--- config.mk ---
export PLATFORM = sky130hd
export DESIGN_NAME = wide_add_sequencer_flat
export DESIGN_NICKNAME = d
export VERILOG_FILES = /design/src/rtl/wide_add_if.sv /design/src/rtl/wide_add_sequencer.sv /design/src/flat_wrapper.sv
export SDC_FILE = /design/constraint.sdc
export NUM_CORES = 1
export LEC_CHECK = 0
export BUFFER_PORTS_ARGS = -buffer_cell sky130_fd_sc_hd__buf_2
export CAP_MARGIN = 20
export CORE_ASPECT_RATIO = 0.6
export CORE_MARGIN = 1.5
export CORE_UTILIZATION = 33
export DETAILED_ROUTE_END_ITERATION = 16
export PLACE_DENSITY = 0.57
export SETUP_SLACK_MARGIN = 0.4
export SLEW_MARGIN = 20
export SYNTH_ARGS = -nofsm -noshare
export SYNTH_HDL_FRONTEND = slang
export SYNTH_SLANG_ARGS = --single-unit
--- constraint.sdc ---
create_clock -name clk -period 3.3 [get_ports clk]
set_input_delay 0.33 -clock clk [delete_from_list [all_inputs] [get_ports clk]]
set_output_delay 0.33 -clock clk [all_outputs]
set_load 0.02 [all_outputs]
--- src/rtl/wide_add_if.sv ---
// rtl/wide_add_if.sv - operand/result handshake bundle for wide_add_sequencer
//
// Purpose: groups the command side (in_valid/in_ready, op_sub, cin, a, b) and
// the result side (out_valid/out_ready, s, carryout, overflow) of the
// multi-precision add/subtract sequencer.
// Ports (signals):
//    in_valid, op_sub, cin, a[W], b[W]   producer -> sequencer
//    in_ready                            sequencer -> producer
//    out_valid, s[W], carryout, overflow sequencer -> consumer
//    out_ready                           consumer -> sequencer
// Modports: master = producer/consumer side, slave = sequencer side.
interface wide_add_if #(
   parameter int N     = 8,
   parameter int WORDS = 4
);
   localparam int W = N * WORDS;

   logic         in_valid;
   logic         in_ready;
   logic         op_sub;
   logic         cin;
   logic [W-1:0] a;
   logic [W-1:0] b;
   logic         out_valid;
   logic         out_ready;
   logic [W-1:0] s;
   logic         carryout;
   logic         overflow;

   modport master (
      output in_valid, op_sub, cin, a, b, out_ready,
      input  in_ready, out_valid, s, carryout, overflow
   );

   modport slave (
      input  in_valid, op_sub, cin, a, b, out_ready,
      output in_ready, out_valid, s, carryout, overflow
   );
endinterface

--- src/rtl/wide_add_sequencer.sv ---
// rtl/wide_add_sequencer.sv - multi-cycle WORDS x N-bit add/subtract on one N-bit slice
//
// Purpose: builds a W = N*WORDS bit add or subtract from a single N-bit
// ripple slice, one word per cycle, least-significant word first, with the
// inter-word carry held in a register.
// Ports:
//    clk     rising-edge clock
//    resetn  synchronous active-low reset
//    bus     wide_add_if.slave (command in, result out, valid/ready each side)
module wide_add_sequencer #(
   parameter int N     = 8,
   parameter int WORDS = 4
) (
   input logic       clk,
   input logic       resetn,
   wide_add_if.slave bus
);
   localparam int W  = N * WORDS;
   localparam int IW = $clog2(WORDS);

   typedef enum logic [1:0] {IDLE, RUN, DONE} state_t;

   state_t         state_q, state_d;
   logic [W-1:0]   a_q, b_q, s_q;
   logic           carry_q;
   logic           carryout_q, overflow_q;
   logic [IW-1:0]  idx_q;

   logic [N-1:0]   a_word, b_word, sum_word;
   logic           slice_cout;
   logic           last_word;
   logic           accept;
   logic           in_ready_d, out_valid_d;

   // Shared N-bit slice: the only adder in the design, so the critical path
   // is one N-bit ripple regardless of WORDS.
   always_comb begin
      a_word = a_q[int'(idx_q)*N +: N];
      b_word = b_q[int'(idx_q)*N +: N];
      {slice_cout, sum_word} = {1'b0, a_word} + {1'b0, b_word} + {{N{1'b0}}, carry_q};
   end

   assign last_word = (idx_q == IW'(WORDS - 1));
   assign accept    = (state_q == IDLE) && bus.in_valid;

   always_ff @(posedge clk) begin
      if (!resetn) state_q <= IDLE;
      else         state_q <= state_d;
   end

   always_comb begin
      state_d     = state_q;
      in_ready_d  = 1'b0;
      out_valid_d = 1'b0;
      case (state_q)
         IDLE: begin
            in_ready_d = 1'b1;
            if (bus.in_valid) state_d = RUN;
         end
         RUN: begin
            if (last_word) state_d = DONE;
         end
         DONE: begin
            out_valid_d = 1'b1;
            if (bus.out_ready) state_d = IDLE;
         end
         default: state_d = IDLE;
      endcase
   end

   always_ff @(posedge clk) begin
      if (!resetn) begin
         a_q        <= '0;
         b_q        <= '0;
         s_q        <= '0;
         carry_q    <= 1'b0;
         idx_q      <= '0;
         carryout_q <= 1'b0;
         overflow_q <= 1'b0;
      end else if (accept) begin
         // Subtract is A + ~B + 1: invert B once here and seed the carry.
         a_q     <= bus.a;
         b_q     <= bus.op_sub ? ~bus.b : bus.b;
         carry_q <= bus.op_sub | bus.cin;
         idx_q   <= '0;
      end else if (state_q == RUN) begin
         s_q[int'(idx_q)*N +: N] <= sum_word;
         carry_q                 <= slice_cout;
         idx_q                   <= idx_q + 1'b1;
         if (last_word) begin
            carryout_q <= slice_cout;
            // carry into the MSB xor carry out of it, using the stored B MSB
            overflow_q <= a_word[N-1] ^ b_word[N-1] ^ sum_word[N-1] ^ slice_cout;
         end
      end
   end

   assign bus.in_ready  = in_ready_d;
   assign bus.out_valid = out_valid_d;
   assign bus.s         = s_q;
   assign bus.carryout  = carryout_q;
   assign bus.overflow  = overflow_q;
endmodule

--- src/flat_wrapper.sv ---
// flat-port wrapper written by rule: the top's interface ports become plain ports
module wide_add_sequencer_flat 
#(
   parameter int N     = 8,
   parameter int WORDS = 4
)
  (clk, resetn, bus_in_valid, bus_op_sub, bus_cin, bus_a, bus_b, bus_out_ready, bus_in_ready, bus_out_valid, bus_s, bus_carryout, bus_overflow);
  wide_add_if #(.N(N), .WORDS(WORDS)) bus_i ();
  input logic clk;
  input logic resetn;
  input wire logic [$bits(bus_i.in_valid)-1:0] bus_in_valid;
  input wire logic [$bits(bus_i.op_sub)-1:0] bus_op_sub;
  input wire logic [$bits(bus_i.cin)-1:0] bus_cin;
  input wire logic [$bits(bus_i.a)-1:0] bus_a;
  input wire logic [$bits(bus_i.b)-1:0] bus_b;
  input wire logic [$bits(bus_i.out_ready)-1:0] bus_out_ready;
  output wire logic [$bits(bus_i.in_ready)-1:0] bus_in_ready;
  output wire logic [$bits(bus_i.out_valid)-1:0] bus_out_valid;
  output wire logic [$bits(bus_i.s)-1:0] bus_s;
  output wire logic [$bits(bus_i.carryout)-1:0] bus_carryout;
  output wire logic [$bits(bus_i.overflow)-1:0] bus_overflow;
  assign bus_i.in_valid = bus_in_valid;
  assign bus_i.op_sub = bus_op_sub;
  assign bus_i.cin = bus_cin;
  assign bus_i.a = bus_a;
  assign bus_i.b = bus_b;
  assign bus_i.out_ready = bus_out_ready;
  assign bus_in_ready = bus_i.in_ready;
  assign bus_out_valid = bus_i.out_valid;
  assign bus_s = bus_i.s;
  assign bus_carryout = bus_i.carryout;
  assign bus_overflow = bus_i.overflow;
  wide_add_sequencer #(.N(N), .WORDS(WORDS)) u_core (.clk(clk), .resetn(resetn), .bus(bus_i));
endmodule
; ---- After elaboration in Yosys (flattened, before gate mapping)
; Index checks and enable logic that the tools add are counted.
; Widths: inputs -> output; s select.
[totals]
ff_bits = 103
output_inout_bits = 36
[classes]
n_addsub = 4
eq_ne = 6
shifts = 4
mux = 10
n_bitwise = 7
n_reduce_logical = 7
[op_table]
columns = op, n
row1 = $shiftx 32x6->8, 2
row2 = $neg 5->33, 1
row3 = $shift 8x33->32 const A, 1
row4 = $shiftx 8x33->32, 1
row5 = $bwmux 32, 1
row6 = $mux 32, 1
row7 = $not 32->32, 1
row8 = $add 8x8->9, 1
row9 = $add 9x1->9, 1
row10 = $mux 2, 3
row11 = $pmux 2 s3, 1
row12 = $reduce_and 3->1, 2
row13 = $eq 2x2->1 const B, 2
row14 = $mux 1, 4
row15 = $ne 2x2->1 const B, 2
row16 = $xor 1x1->1, 3
row17 = $add 2x1->2 const B, 1
row18 = $eq 2x1->1 const B, 1
row19 = $logic_not 2->1, 1
row20 = $ne 2x1->1 const B, 1
row21 = $not 1->1, 2
row22 = $reduce_and 2->1, 1
row23 = $reduce_bool 2->1, 1
row24 = $reduce_or 2->1, 1
row25 = 2 further kinds, 2

; ---- Depth between registers and ports, before layout
; Gate-level depths: netlist (run 1).
[logic_depth]
ltp_word = 5
ltp_mapped = 10
mapped_depth_nobuf = 8

; ---- Least setup slack after synthesis (run 1)
; OpenSTA, ideal clock, no wires.
[synth_timing]
path_type = register to register
start = register u_core.idx_q[0]
end = register u_core.overflow_q, in the netlist u_core.bus.overflow
setup_ps = 91
arrival_time_ps = 3312
path_slack_ps = -103
stages_incl_launch_ff = 11
synth_period_minus_slack_ps = 3403
path_cell_list = dfxtp_1 buf_2 buf_2 mux4_2 fa_1 fa_1 a211oi_1 o211ai_1 a21oi_1 xnor2_1 a311oi_1
[synth_via]
elab_chain_len = 5
elab_cells_between_ends = 9
[synth_lines]
columns = item, line
row1 = from (decl), wide_add_sequencer.sv:27  ; logic [IW-1:0] idx_q;
row2 = from (signal assigned), wide_add_sequencer.sv:89  ; idx_q <= idx_q + 1'b1;
row3 = $shiftx 32x6->8 (on tied branches), "wide_add_sequencer.sv:38, wide_add_sequencer.sv:39"
row4 = $add 8x8->9, wide_add_sequencer.sv:40  ; {slice_cout, sum_word} = {1'b0, a_word} + {1'b0, b_word} + {{N{1'b0}}, carry_q};
row5 = $add 9x1->9, wide_add_sequencer.sv:40
row6 = $xor 1x1->1 (2 in a row), wide_add_sequencer.sv:93  ; overflow_q <= a_word[N-1] ^ b_word[N-1] ^ sum_word[N-1] ^ slice_cout;
row7 = to (signal assigned), wide_add_sequencer.sv:93
row8 = to (decl), wide_add_sequencer.sv:26  ; logic carryout_q, overflow_q;
; Several ways; a longest one is shown, not always the timed one.
; A chain may end at the register's enable or synchronous reset.

; ---- Final worst setup path (run 1)
[layout_timing]
start = register u_core.idx_q[1]
end = register u_core.s_q[31], in the netlist u_core.bus.s[31]
[layout_via]
elab_chain_len = 5
elab_cells_between_ends = 8
[layout_lines]
columns = item, line
row1 = $shiftx 32x6->8 (on tied branches), "wide_add_sequencer.sv:38, wide_add_sequencer.sv:39"
row2 = $add 8x8->9, wide_add_sequencer.sv:40
row3 = $add 9x1->9, wide_add_sequencer.sv:40
row4 = $shiftx 8x33->32, wide_add_sequencer.sv:87  ; s_q[int'(idx_q)*N +: N] <= sum_word;
row5 = $bwmux 32 (*), wide_add_sequencer.sv:87
row6 = "to (signal, indexed assignment)", wide_add_sequencer.sv:87
row7 = to (decl), wide_add_sequencer.sv:24  ; logic [W-1:0] a_q, b_q, s_q;
; Every way passes the cells marked *; elsewhere a longest branch is shown, timed or not.

==> metrics.yaml, run 1 <==
clock_network:
  clock_sinks: 103
  clockBufferDepth: 2
  cts_root_buf: "clkbuf_16"
  cts_tree: "done"
  path_clk_slew_ns: 0.07
  htreeDepth: 3
  cts-buffers-inserted: 9
  clkLatencyLatePin_ns: 0.34
floorplanning:
  io_pins: 106
  core_sq_um: 13700
  die_area_sq_um: 14800
  num_rows: 33
  die_y_um: 95.0
  initial_core_util_pct: 33.9
  die_x_um: 156
yosys:
  async_reset_ff_share_pct: 0
  syn-cell-area_sq_um: 4650
  synth_edf_count: 0
  yosysSeqAreaShare_pct: 44.3
  syn_nets: 573
  ys.warnings.count: 0
  syn_avg_cell_area_sq_um: 9.54
  synth_cells: 488
  ys_seq_elements: 103
  yosysUniqueCellTypes: 34
  ys_dominant_reg_cell: "dfxtp_1"
place:
  gp_congestion: 0.856
  dp_hpwl_um: 9060
  io_buffers: 105
  pre_cts_ws_ns: 0.282
  place_inst: 758
critical_path:
  path_class: "reg -> reg"
  r2r_slack_ns: 0.49
  crit_start: "u_core.idx_q[1]$_SDFFE_PP0P_"
  r2r_cells: 8
  endpoint_kind: "flop"
  crit_required_ns: 3.53
  cp.arrival_ns: 3.04
  r2r-end: "u_core.bus.s[31]$_SDFFE_PN0P_"
  critPathMaxFanout: 6
  r2r_start: "u_core.idx_q[1]$_SDFFE_PP0P_"
  crit_end: "u_core.bus.s[31]$_SDFFE_PN0P_"
  crit_path_start_kind: "flop"
detailed_routing:
  dr.pass1.iters: 5
  drt-initial-drc-count: 177
  vias_per_cell: 4.85
  vias: 3762
  wl_per_cell_um: 15.5
  ant_nets: 0
  remaining_drc_errors: 0
  drt_wl_total_um: 12000
run:
  maxCapViolCount: 0
finish:
  nets: 664
  finalNonFillerCells: 776
  multiInputGateArea_sq_um: 2450
  insertedDiodeCount: 0
  seqCellArea_sq_um: 2070
  drive_gt1_share_pct: 28.6
  fillers: 1366
  syn_to_final_growth_pct: 23.0
timing:
  clock_skew_ns: 0.00840
  final_hold_viol_count: 0
  setup_slack_ns: 0.492
  min_period_ns: 2.81
  worst_pin_slew_ns: 0.871
  rsz0062_at_grt: "yes"
  max_freq_ghz: 0.356
  final-setup-viol-count: 0
  setup_tns_ns: 0
  finalCritPeriodShare_pct: 85.1
  max_slew_margin_pct: 42.0
  hold-worst-slack_ns: 0.227
  maxSlewViolCount: 0
global_routing:
  overflow: 0
  grt_antenna_before_repair: 0
  grtUsageTotal_pct: 16.6
  grt_pass1_wl_um: 18600
  grt_pass1_vias: 3581
  grt_max_degree: 71
min_path:
  worstHoldStart: "bus_a[29]"
  hold_class: "in -> reg"
pwr:
  pwr_density_cell_nw_per_um2: 518
  p_leak_nw: 2.31
  peakVddDrop_mv: 0.195
outcome:
  status: "completed"
## layout make-up
type,count,area share [%]
clock buffers,10,4.00
clock inverters,6,1.62
inverters,6,0.393
multi-input cells,344,42.7
flip-flops and latches,103,36.1
well taps,192,4.20
repair buffers,115,11.0
## state kept, by name, summed over array words and instances, names as in the netlist
register	cells
u_core.a_q	32
u_core.b_q	32
u_core.bus.s	32
u_core.idx_q	2
u_core.state_q	2
u_core.bus.carryout	1
u_core.bus.overflow	1
u_core.carry_q	1
## critical path, stage by stage (launching register included)
cell	delay, ns
dfxtp_1	0.40
buf_4	0.20
mux4_2	0.56
ha_1	0.35
a211oi_2	0.23
nor3_1	0.11
a2111oi_4	0.41
xnor2_2	0.18
a31o_2	0.27
## placed cells by master, fill, tap and decap left out, types with 2 or more instances in the layout
| master | n |
|---|---|
| xnor2_1 | 36 |
| a21oi_1 | 40 |
| fa_2 | 2 |
| clkinvlp_4 | 2 |
| inv_6 | 2 |
| buf_4 | 7 |
| a311oi_1 | 2 |
| a211oi_1 | 32 |
| nand2_1 | 70 |
| nor4_4 | 3 |
| mux4_2 | 16 |
| xor2_1 | 3 |
| a22oi_1 | 29 |
| a31o_2 | 4 |
| o21ai_0 | 2 |
| inv_1 | 5 |
| clkbuf_16 | 9 |
| buf_2 | 105 |
| and3_1 | 4 |
| nor2_1 | 68 |
| a21o_1 | 3 |
| buf_12 | 2 |
| ha_1 | 12 |
| nor2b_1 | 2 |
| bufinv_16 | 2 |
| dfxtp_1 | 102 |
| a211oi_2 | 2 |
| o211ai_1 | 2 |
## synth_stat cells, types with 4 or more instances
| master | instances | area, sq um |
|---|---|---|
| ha_1 | 13 | 163 |
| nand2_1 | 70 | 263 |
| inv_1 | 5 | 18.8 |
| xnor2_1 | 37 | 324 |
| a22oi_1 | 29 | 218 |
| a31o_2 | 4 | 35.0 |
| mux4_2 | 16 | 360 |
| buf_2 | 13 | 65.1 |
| a211oi_1 | 33 | 248 |
| and3_1 | 4 | 25.0 |
| nor2_1 | 68 | 255 |
| clkbuf_1 | 21 | 78.8 |
| a21oi_1 | 41 | 205 |
| dfxtp_1 | 103 | 2060 |
## worst min-delay path by stage
stage / slack (ns) / cells after the start / end
after floorplan: 0.43 / 2 / u_core.a_q[16]$_SDFFE_PN0P_
after global placement: 0.44 / 2 / u_core.a_q[25]$_SDFFE_PN0P_
after detailed placement: 0.44 / 2 / u_core.a_q[17]$_SDFFE_PN0P_
after CTS: 0.21 / 3 / u_core.a_q[26]$_SDFFE_PN0P_
after global routing: 0.22 / 3 / u_core.a_q[26]$_SDFFE_PN0P_
final: 0.23 / 3 / u_core.a_q[29]$_SDFFE_PN0P_
## layer usage
layer	up-vias	routed length [um]	global-route usage, %
met5	-	0	0
met4	0	29	4.05
met3	2	748	4.18
met2	116	5050	24.5
met1	1741	6180	24.1
li1	1903	-	-
## logic make-up (layout without fill, tap and decap cells)
kind of cell	count (synthesis)	after routing	synth area share, %
AND/OR/NAND/NOR	151	151	14.2
AO/OA/AOI/OAI	122	122	18.2
flip-flops	103	103	44.3
buffers and inverters	41	137	3.66
XOR/XNOR	40	40	7.53
multiplexers	16	16	7.74
adder cells (fa/ha/maj)	15	15	4.36
## metrics by stage
stage	total power, mW	cell area [sq um]	utilization, %
floorplan	1.69	4680	-
global placement	1.83	5360	39.1
detailed placement	1.84	5360	39.1
CTS	2.98	5680	41.5
global route	3.09	5730	41.8
finish	2.96	5730	41.8
## power breakdown
part	switching, mW	internal [mW]	total, mW	leakage, nW
sequential	0.0412	1.31	1.35	0.844
combinational	0.272	0.200	0.472	1.32
clock	0.470	0.671	1.14	0.150
## repair_timing
action,in CTS,in global routing
pin swaps,0,2
buffers inserted,0,2
endpoints found under the setup margin,10,13
gates resized for setup,1,3
hold buffers,0,0
No activity file was read; power rests on OpenSTA's default activity.
==> run 2, diff against run 1 <==
--- a/config.mk
+++ b/config.mk
@@ -7,11 +7,15 @@
 export LEC_CHECK = 0
 export BUFFER_PORTS_ARGS = -buffer_cell sky130_fd_sc_hd__buf_2
 export CAP_MARGIN = 20
+export CELL_PAD_IN_SITES_DETAIL_PLACEMENT = 0
+export CELL_PAD_IN_SITES_GLOBAL_PLACEMENT = 1
 export CORE_ASPECT_RATIO = 0.6
 export CORE_MARGIN = 1.5
 export CORE_UTILIZATION = 33
+export CTS_CLUSTER_SIZE = 40
 export DETAILED_ROUTE_END_ITERATION = 16
-export PLACE_DENSITY = 0.57
+export MAX_ROUTING_LAYER = met4
+export PLACE_DENSITY = 0.71
 export SETUP_SLACK_MARGIN = 0.4
 export SLEW_MARGIN = 20
 export SYNTH_ARGS = -nofsm -noshare
==> metrics.yaml, run 2 (same netlist as run 1, synthesis figures left out) <==
critical_path:
  critPathMaxStageDelay_ns: 0.53  # -0.03 ns
  crit_path_start_kind: "flop"
  crit_required_ns: 3.54  # about the same
  endpoint_kind: "flop"
  crit_buf_inv: 1  # unchanged
  crit_chain: "mux4_2 > fa_2 > buf_4 > a211oi_2 > nor3_1 > a2111oi_4 > xnor2_1 > a31o_2"
  critPathMaxFanout: 4  # -2
  critPathTopFamily: "compound AO/OA/AOI/OAI gates"
  cp.arrival_ns: 3.01  # -0.03 ns
  crit_slowest_cell: "mux4_2"
  path_class: "reg -> reg"
min_path:
  hold_class: "in -> reg"
finish:
  final_cell_area_sq_um: 5740  # +0.24%
  multiInputGateArea_sq_um: 2440  # -0.10%
  seqCellArea_sq_um: 2070  # about the same
  drive_gt1_share_pct: 28.3  # -0.34 points
  fillers: 1395  # +2.1%
  final_cell_mix: "buf_2, dfxtp_1, nand2_1"
  nets: 665  # +0.15%
  syn_to_final_growth_pct: 23.3
  insertedDiodeCount: 0  # unchanged
  final_common_cell: "buf_2"
timing:
  min_period_ns: 2.77  # -0.0335 ns
  final-setup-viol-count: 0  # unchanged
  max_freq_ghz: 0.360  # +1.2%
  maxSlewViolCount: 0  # unchanged
  worst_pin_slew_ns: 0.871  # +0.000116 ns
  finalCritPeriodShare_pct: 84.1  # -1.0 points
  rsz0062_at_grt: "no"
  final_hold_viol_count: 0  # unchanged
  clock_skew_ns: 0.00845  # +0.0000504 ns
  max_slew_margin_pct: 41.9  # about the same
  setup_tns_ns: 0  # unchanged
place:
  dp_hpwl_um: 9490  # +4.7%
  io_buffers: 105  # unchanged
  placed_area_sq_um: 5370  # +0.19%
  gp_congestion: 0.832  # -2.7%
outcome:
  status: "completed"
clock_network:
  cts_root_buf: "clkbuf_16"
  cts_tree: "done"
  htreeDepth: 3  # unchanged
  clkLatencyLatePin_ns: 0.34  # about the same
  path_clk_slew_ns: 0.07  # about the same
  clock_sinks: 103  # unchanged
  clockBufferDepth: 2  # unchanged
  hold_buffers: 0  # unchanged
  cts-buffers-inserted: 9  # unchanged
run:
  maxCapViolCount: 0  # unchanged
detailed_routing:
  ant_nets: 0  # unchanged
  remaining_drc_errors: 0  # unchanged
  drt-initial-drc-count: 233  # +32%
  wl_per_cell_um: 16.6  # +7.1%
  vias: 3892  # +3.5%
  dr.pass1.iters: 5  # unchanged
  vias_per_cell: 5.02  # +3.5%
  drt_wl_total_um: 12900  # +7.1%
floorplanning:
  core_sq_um: 13700  # unchanged
  initial_core_util_pct: 33.9  # unchanged
  die_x_um: 156  # unchanged
  die_y_um: 95.0  # unchanged
  die_area_sq_um: 14800  # unchanged
  io_pins: 106  # unchanged
  num_rows: 33  # unchanged
global_routing:
  grt_pass1_wl_um: 20100  # +7.7%
  grt_antenna_before_repair: 0  # unchanged
  grt_max_degree: 64  # -9.9%
  grt_pass1_vias: 3689  # +3.0%
  grtUsageTotal_pct: 18.3  # +1.7 points
  overflow: 0  # unchanged
pwr:
  p_leak_nw: 2.32  # +0.36%
  pwr_density_cell_nw_per_um2: 504  # -2.6%
  total_power_mw: 2.89  # -2.3%
  peakVddDrop_mv: 0.245  # +25%
-- run 2: path summary, 6_finish.rpt --
kind / startpoint / end / slack [ns] / cells past startpoint
worst min register to register: u_core.a_q[24]$_SDFFE_PN0P_ / u_core.a_q[24]$_SDFFE_PN0P_ / 0.46 / 2
worst min-delay path: bus_a[21] / u_core.a_q[21]$_SDFFE_PN0P_ / 0.22 / 3
worst max-delay path: u_core.idx_q[0]$_SDFFE_PP0P_ / u_core.bus.s[31]$_SDFFE_PN0P_ / 0.53 / 8
worst max register to register: u_core.idx_q[0]$_SDFFE_PP0P_ / u_core.bus.s[31]$_SDFFE_PN0P_ / 0.53 / 8
-- run 2: timing repair --
item | 4_1_cts | 5_1_grt
resized for setup | 0 | 7
endpoints found under the setup margin | 0 | 16
setup buffers | 0 | 4
-- run 2: report_power, final --
group / switching [mW] / total [mW] / internal (mW)
sequential: 0.0450 / 1.36 / 1.31
clock: 0.445 / 1.05 / 0.605
combinational: 0.282 / 0.489 / 0.207
total: 0.772 / 2.89 / 2.12
-- run 2: layout make-up --
type                    instances  share of cell area [%]
multi-input cells             344                    42.6
inverters                       6                   0.392
flip-flops and latches        103                    36.0
well taps                     192                    4.19
repair buffers                116                    11.8
clock inverters                 3                   0.763
clock buffers                  12                    4.29
-- run 2: worst reg2reg max path, cell delays in order (launching register included) --
cell	delay [ns]
dfxtp_4	0.37
mux4_2	0.53
fa_2	0.42
buf_4	0.15
a211oi_2	0.26
nor3_1	0.11
a2111oi_4	0.36
xnor2_1	0.20
a31o_2	0.28
-- run 2: metal layers --
metal	share of wire (%)	vias to the layer above	global-route usage (%)
li1	-	1909	-
met1	53	1852	28.0
met2	39	117	24.1
met3	6.8	14	3.63
met4	0.83	0	3.81
met5	0	-	-
-- run 2: through the flow --
stage,util [%],hold slack [ns],setup slack [ns],instances
floorplan,-,0.433,0.407,488
global placement,39.2,0.444,0.491,756
detailed placement,39.2,0.450,0.426,756
CTS,41.3,0.213,0.403,771
global route,41.9,0.214,0.384,776
finish,41.9,0.224,0.525,776
